$ cat src/rtl/vxe_elastic_pipe.sv
// vxe_elastic_pipe: valid/ready register pipeline with per-stage valid bits.
// Stage NSTAGES-1 faces the producer; stage 0 drives the consumer. Empty
// stages always accept, so bubbles collapse behind a stalled head. A
// synchronous flush clears every valid bit, and count tracks occupancy.
module vxe_elastic_pipe #(
  parameter int DATA_WIDTH = 32,
  parameter int NSTAGES    = 2,
  parameter int CNT_WIDTH  = $clog2(NSTAGES + 1)
) (
  input  logic                  clk,
  input  logic                  nrst,
  input  logic [DATA_WIDTH-1:0] in_data,
  input  logic                  in_vld,
  output logic                  in_rdy,
  output logic [DATA_WIDTH-1:0] out_data,
  output logic                  out_vld,
  input  logic                  out_rdy,
  input  logic                  flush,
  output logic [CNT_WIDTH-1:0]  count
);

  logic [NSTAGES-1:0]    v_reg;
  logic [NSTAGES-1:0]    v_next;
  logic [NSTAGES-1:0]    acc;
  logic [DATA_WIDTH-1:0] data_reg  [NSTAGES];
  logic [DATA_WIDTH-1:0] data_next [NSTAGES];
  logic [CNT_WIDTH-1:0]  count_reg;
  logic [CNT_WIDTH-1:0]  count_next;
  logic                  in_xfer;
  logic                  out_xfer;

  // A stage accepts when it, or any stage nearer the output, is empty, or
  // when the consumer takes the head. Written in closed form rather than as
  // a ripple so each bit depends only on registers and out_rdy.
  genvar gi;
  generate
    for (gi = 0; gi < NSTAGES; gi++) begin : g_acc
      assign acc[gi] = out_rdy | ~(&v_reg[gi:0]);
    end
  endgenerate

  assign in_rdy   = acc[NSTAGES-1] & ~flush & nrst;
  assign out_vld  = v_reg[0] & ~flush;
  assign out_data = data_reg[0];
  assign count    = count_reg;
  assign in_xfer  = in_vld & in_rdy;
  assign out_xfer = out_vld & out_rdy;

  // Per-stage next state: an accepting stage takes whatever sits just
  // upstream (or the producer word for the input stage); a stalled stage
  // holds. Data only loads when a valid word arrives, so empty stages keep
  // stable contents.
  generate
    for (gi = 0; gi < NSTAGES; gi++) begin : g_stage
      logic                  src_v;
      logic [DATA_WIDTH-1:0] src_data;
      if (gi == NSTAGES - 1) begin : g_src_in
        assign src_v    = in_xfer;
        assign src_data = in_data;
      end else begin : g_src_up
        assign src_v    = v_reg[gi+1];
        assign src_data = data_reg[gi+1];
      end
      assign v_next[gi]    = ~flush & (acc[gi] ? src_v : v_reg[gi]);
      assign data_next[gi] = (~flush & acc[gi] & src_v) ? src_data : data_reg[gi];
    end
  endgenerate

  // Occupancy follows the handshakes; flush empties the pipe outright.
  always_comb begin
    count_next = count_reg;
    if (flush) begin
      count_next = '0;
    end else begin
      count_next = count_reg + CNT_WIDTH'(in_xfer) - CNT_WIDTH'(out_xfer);
    end
  end

  // Stage and counter registers; asynchronous reset clears everything.
  always_ff @(posedge clk or negedge nrst) begin
    if (!nrst) begin
      v_reg     <= '0;
      count_reg <= '0;
      for (int s = 0; s < NSTAGES; s++) begin
        data_reg[s] <= '0;
      end
    end else begin
      v_reg     <= v_next;
      count_reg <= count_next;
      for (int s = 0; s < NSTAGES; s++) begin
        data_reg[s] <= data_next[s];
      end
    end
  end

endmodule

$ cat config.mk
export PLATFORM = sky130hd
export DESIGN_NAME = vxe_elastic_pipe
export DESIGN_NICKNAME = d
export VERILOG_FILES = /design/src/rtl/vxe_elastic_pipe.sv
export SDC_FILE = /design/constraint.sdc
export NUM_CORES = 1
export LEC_CHECK = 0
export ABC_AREA = 1
export CORE_MARGIN = 2
export CORE_UTILIZATION = 30
export DETAILED_ROUTE_END_ITERATION = 12
export SETUP_SLACK_MARGIN = 0.15
export SLEW_MARGIN = 20
export SYNTH_ARGS = -nofsm -noshare
export SYNTH_HDL_FRONTEND = slang
export SYNTH_SLANG_ARGS = --single-unit
$ cat constraint.sdc
create_clock -name clk -period 1.7 [get_ports clk]
set_input_delay 0.17 -clock clk [delete_from_list [all_inputs] [get_ports clk]]
set_output_delay 0.17 -clock clk [all_outputs]
set_load 0.05 [all_outputs]
Word-level counts from Yosys, hierarchy flattened --
Index checks and enable logic that the tools add are counted.
Word-level totals: bits in registers 68, input bits 37, output and inout port bits 36, word-level logic and storage cells 25
Operators by class: add/sub/neg operators 2, muxes and demuxes 3, bitwise logic cells 15, reductions and logical operators 1
Operator list (count):
- $and A1 B1 Y1 | 10
- $not A1 Y1 | 3
- $add A2 B1 Y2 | 1
- $mux W1 | 2
- $mux W2 | 1
- $or A1 B1 Y1 | 2
- $reduce_and A2 Y1 | 1
- $sub A2 B1 Y2 | 1

Logic depth before layout (Yosys ltp) --
word-level depth 9, gate-level depth with buffers 10, mapped depth without buffers 9

Worst setup path after synthesis --
OpenSTA, ideal clock, no wires.
path type register -> register, from register v_reg[1], to register count_reg[1], in the netlist count[1], library setup time 119 ps, arrival time 1466 ps, required time 1581 ps, slack 115 ps, cell stages (with the launch flop) 9, buffers on the path 1, clock period less this slack 1585 ps, path through dfrtp_1 > nand3_4 > nand3_2 > buf_4 > ha_1 > inv_1 > ha_1 > a21oi_1 > nor2_1
Between the ends: word-level cells in the longest chain between the ends 9
Ends and longest elaborated chain:
- start: declaration | line 22 | logic [NSTAGES-1:0] v_reg;
- start signal: assignment | line 88 | v_reg <= v_next;
- $reduce_and A2 Y1 | line 38 | assign acc[gi] = out_rdy | ~(&v_reg[gi:0]);
- $not A1 Y1 | line 38
- $or A1 B1 Y1 | line 38
- $and A1 B1 Y1 (2 in a row) | line 42 | assign in_rdy = acc[NSTAGES-1] & ~flush & nrst;
- $and A1 B1 Y1 | line 46 | assign in_xfer = in_vld & in_rdy;
- $add A2 B1 Y2 | line 75 | count_next = count_reg + CNT_WIDTH'(in_xfer) - CNT_WIDTH'(out_xfer);
- $sub A2 B1 Y2 | line 75
- $mux W2 | line 72 | if (flush) begin
- via count_next[1] | line 28 | logic [CNT_WIDTH-1:0] count_next;
- end signal: assignment | line 89 | count_reg <= count_next;
- end: declaration | line 27 | logic [CNT_WIDTH-1:0] count_reg;
The timed path passes the listed nets, and every way through them passes these cells. A chain may end at the register's enable or synchronous reset.

Worst setup path after layout --
from register count_reg[0], in the netlist count[0], to output port count[0]
RTL lines:
- end: declaration | line 19 | output logic [CNT_WIDTH-1:0] count
No word-level cell between the ends.

==> qor.json <==
{
  "max_cap_viol_count": 0,
  "relSlewSlack_pct": 41.40,
  "floorplan.die.width_um": 103.5,
  "place.detailed.instances": 506,
  "buf_inv_stages_crit_path": 1,
  "critical_path.max_fanout": 2,
  "sequential_cell_area_sq_mm": 0.001704,
  "status": "finished, final reports clean",
  "htree_levels": 3,
  "root_buffer": "sky130_fd_sc_hd__clkbuf_8",
  "die_area_sq_mm": 0.01071,
  "peak_vdd_ir_v": 0.0004283,
  "synth.avg_cell_area_sq_um": 9.547,
  "grt_usage_pct": 13.25,
  "synthesis.yosys.warnings": 0,
  "routedWlPerCell_um": 12.41,
  "synth_area_sq_mm": 0.002969,
  "fin_total_pwr_mw": 4.835,
  "finalSetupTns_ps": 0,
  "post-route-period-util_pct": 84.93,
  "areaGrowthSynthToFinish_pct": 34.81,
  "cpLargestDelayFamily": "buffers and inverters",
  "setup.worst_path.class": "flop to output pin",
  "io_buffer_count": 72,
  "timing_worst_slew_pin_value_ps": 879.0,
  "most-common-layout-cells": "102 x sky130_fd_sc_hd__nand2_1, 66 x sky130_fd_sc_hd__dfrtp_1, 41 x sky130_fd_sc_hd__inv_1",
  "finalWorstPathRequiredPeriod_ps": 1444,
  "placement_rows": 36,
  "timing.critical_path.arrival_ps": 1270,
  "final_core_utilization_pct": 41.33,
  "io_pins": 73,
  "layoutNonFillerInstCount": 523,
  "critical_path.startpoint_type": "flop",
  "worstPathRequired_ps": 1530,
  "layout-drive-gt1-share_pct": 19.23,
  "rr_worst_depth": 7,
  "num_antenna_cells": 0,
  "portion_of_the_post_synthesis_area_used_by_sequential_elements_pct": 57.31,
  "drt_first_iter_violations": 68,
  "power_density_mw_per_mm2": 1208,
  "rr_endpoint": "count[0]$_DFF_PN0_",
  "cts_made_buffers": 9,
  "cts_hold_buf": 0,
  "synth_cells": 311,
  "dpl.hpwl_mm": 4.284,
  "layout_commonest_cell": "sky130_fd_sc_hd__nand2_1",
  "worst_path_largest_cell_delay_ps": 560,
  "count_of_unique_library_cells_instantiated_by_yosys": 22,
  "tritoncts": "done",
  "multi_input_area_sq_um": 999.7,
  "clock_skew_ps": 9.275,
  "total_count_of_hold_check_failures_in_the_final_report": 0,
  "clock_path_buffers": 2,
  "synth_seq_cells": 68,
  "grt_max_degree": 69,
  "vias": 2254,
  "critical_path.cell_chain": "dlygate4sd2_1",
  "routabilityCongestion": 0.7407,
  "clock_sinks": 68,
  "finish.net_count": 424,
  "post-route-worst-setup-slack_ps": 256.2,
  "r2r_setup_slack_ps": 260,
  "fillCellCount": 969,
  "end_kind": "output pin",
  "mappedNetlistNets": 350,
  "drc_errors": 0,
  "cts.clk_slew.worst_paths_ps": 80,
  "power.static_leakage_nw": 2.026,
  "max_freq_mhz": 692.6,
  "grt_antenna_before_repair": 0,
  "drt-pass1-iter-count": 4,
  "min_path_type": "input pin to asynchronous set/reset pin",
  "grt_setup_unrepaired": "no",
  "floorplan.core_area_sq_mm": 0.009684,
  "grt_first_pass_wirelength_mm": 10.67,
  "startpoint": "count[0]$_DFF_PN0_",
  "detailedPlace.worstSlack_ps": -63.62,
  "drt.antenna.violating_nets": 0,
  "via_count_of_the_first_global_routing_pass": 2187,
  "drt_wl_total_mm": 6.488,
  "initial_core_util_pct": 30.66,
  "finalMaxSlewViolations": 0,
  "slowest_stage": "sky130_fd_sc_hd__dlygate4sd2_1",
  "floorplan.die.height_um": 103.5,
  "setup_viol": 0,
  "insertion_delay_to_the_later_sink_of_the_worst_skew_pair_ps": 340,
  "avgViaCountPerCell": 4.310,
  "grt-ovfl-total": 0,
  "critical_path.reg2reg.startpoint": "v_reg[1]$_DFF_PN0_"
}
==> per-stage QoR <==
stage,cell area (sq um),hold slack [ps]
2_1_floorplan,2982,-125.6
3_3_place_gp,3824,444.4
3_5_place_dp,3824,456.9
4_1_cts,3974,74.69
5_1_grt,4003,116.2
6_report,4003,42.15
==> synthesized netlist by cell type (all sizes together) <==
cell type / n / share of area [%]
nor2: 4 / 0.76
nand4: 32 / 6.7
clkbuf: 4 / 0.51
dfrtp: 68 / 57
nand3: 4 / 1.7
o21ai: 33 / 9.1
inv: 43 / 5.4
a21oi: 2 / 0.34
nand2: 102 / 13
a31oi: 1 / 0.21
buf: 15 / 4.0
nor3: 1 / 0.17
ha: 2 / 0.84
==> power breakdown <==
group	internal, mW	switching (mW)	leakage [nW]	total (mW)
logic	0.461	1.05	1.08	1.51
registers	1.92	0.157	0.869	2.08
clock network	0.579	0.666	0.0815	1.24
total	2.96	1.87	2.03	4.84
==> layer usage <==
metal	routed length [um]	track usage [%]	part of all wire (%)
met1	2903	15.99	45
met2	3117	21.79	48
met3	297	3.696	4.6
met4	170	6.478	2.6
met5	0	0	0
==> how the worst max path moves through the flow <==
| stage | to | cells after the start | slack, ps |
|---|---|---|---|
| after global placement | count[1]$_DFF_PN0_ | 8 | 40 |
| after floorplan | count[1]$_DFF_PN0_ | 8 | 180 |
| final | count[0] | 1 | 260 |
| after detailed placement | count[1]$_DFF_PN0_ | 9 | -60 |
| after CTS | in_rdy | 3 | 220 |
| after global routing | count[0]$_DFF_PN0_ | 7 | 170 |
==> repair_timing <==
action | 4_1_cts | 5_1_grt
setup buffers | 0 | 1
endpoints found under the setup margin | 28 | 1
pin swaps | 0 | 1
resized for setup | 28 | 5
==> final cells by class <==
class / instances / share of cell area [%]
clock buffers: 10 / 3.439
repair buffers: 82 / 19.63
clock inverters: 6 / 1.188
inverters: 43 / 4.033
flip-flops and latches: 68 / 42.58
multi-input cells: 181 / 24.98
well taps: 133 / 4.158
==> worst register-to-register path, delay by kind of cell (launching register included) <==
| kind | cells | cell delay [ps] |
|---|---|---|
| buf+inv | 2 | 70 |
| fa+ha+maj | 2 | 570 |
| simple gates | 3 | 270 |
| flops | 1 | 460 |
==> cells by family after synthesis <==
| group | after synthesis | synth area share, % |
|---|---|---|
| DFF | 68 | 57.31 |
| adders and majority gates | 2 | 0.8427 |
| buffers and inverters | 62 | 9.944 |
| AOI/OAI and AO/OA | 36 | 9.650 |
| and+or+nand+nor | 143 | 22.25 |
Note: power is estimated with default switching activity, not from simulation.
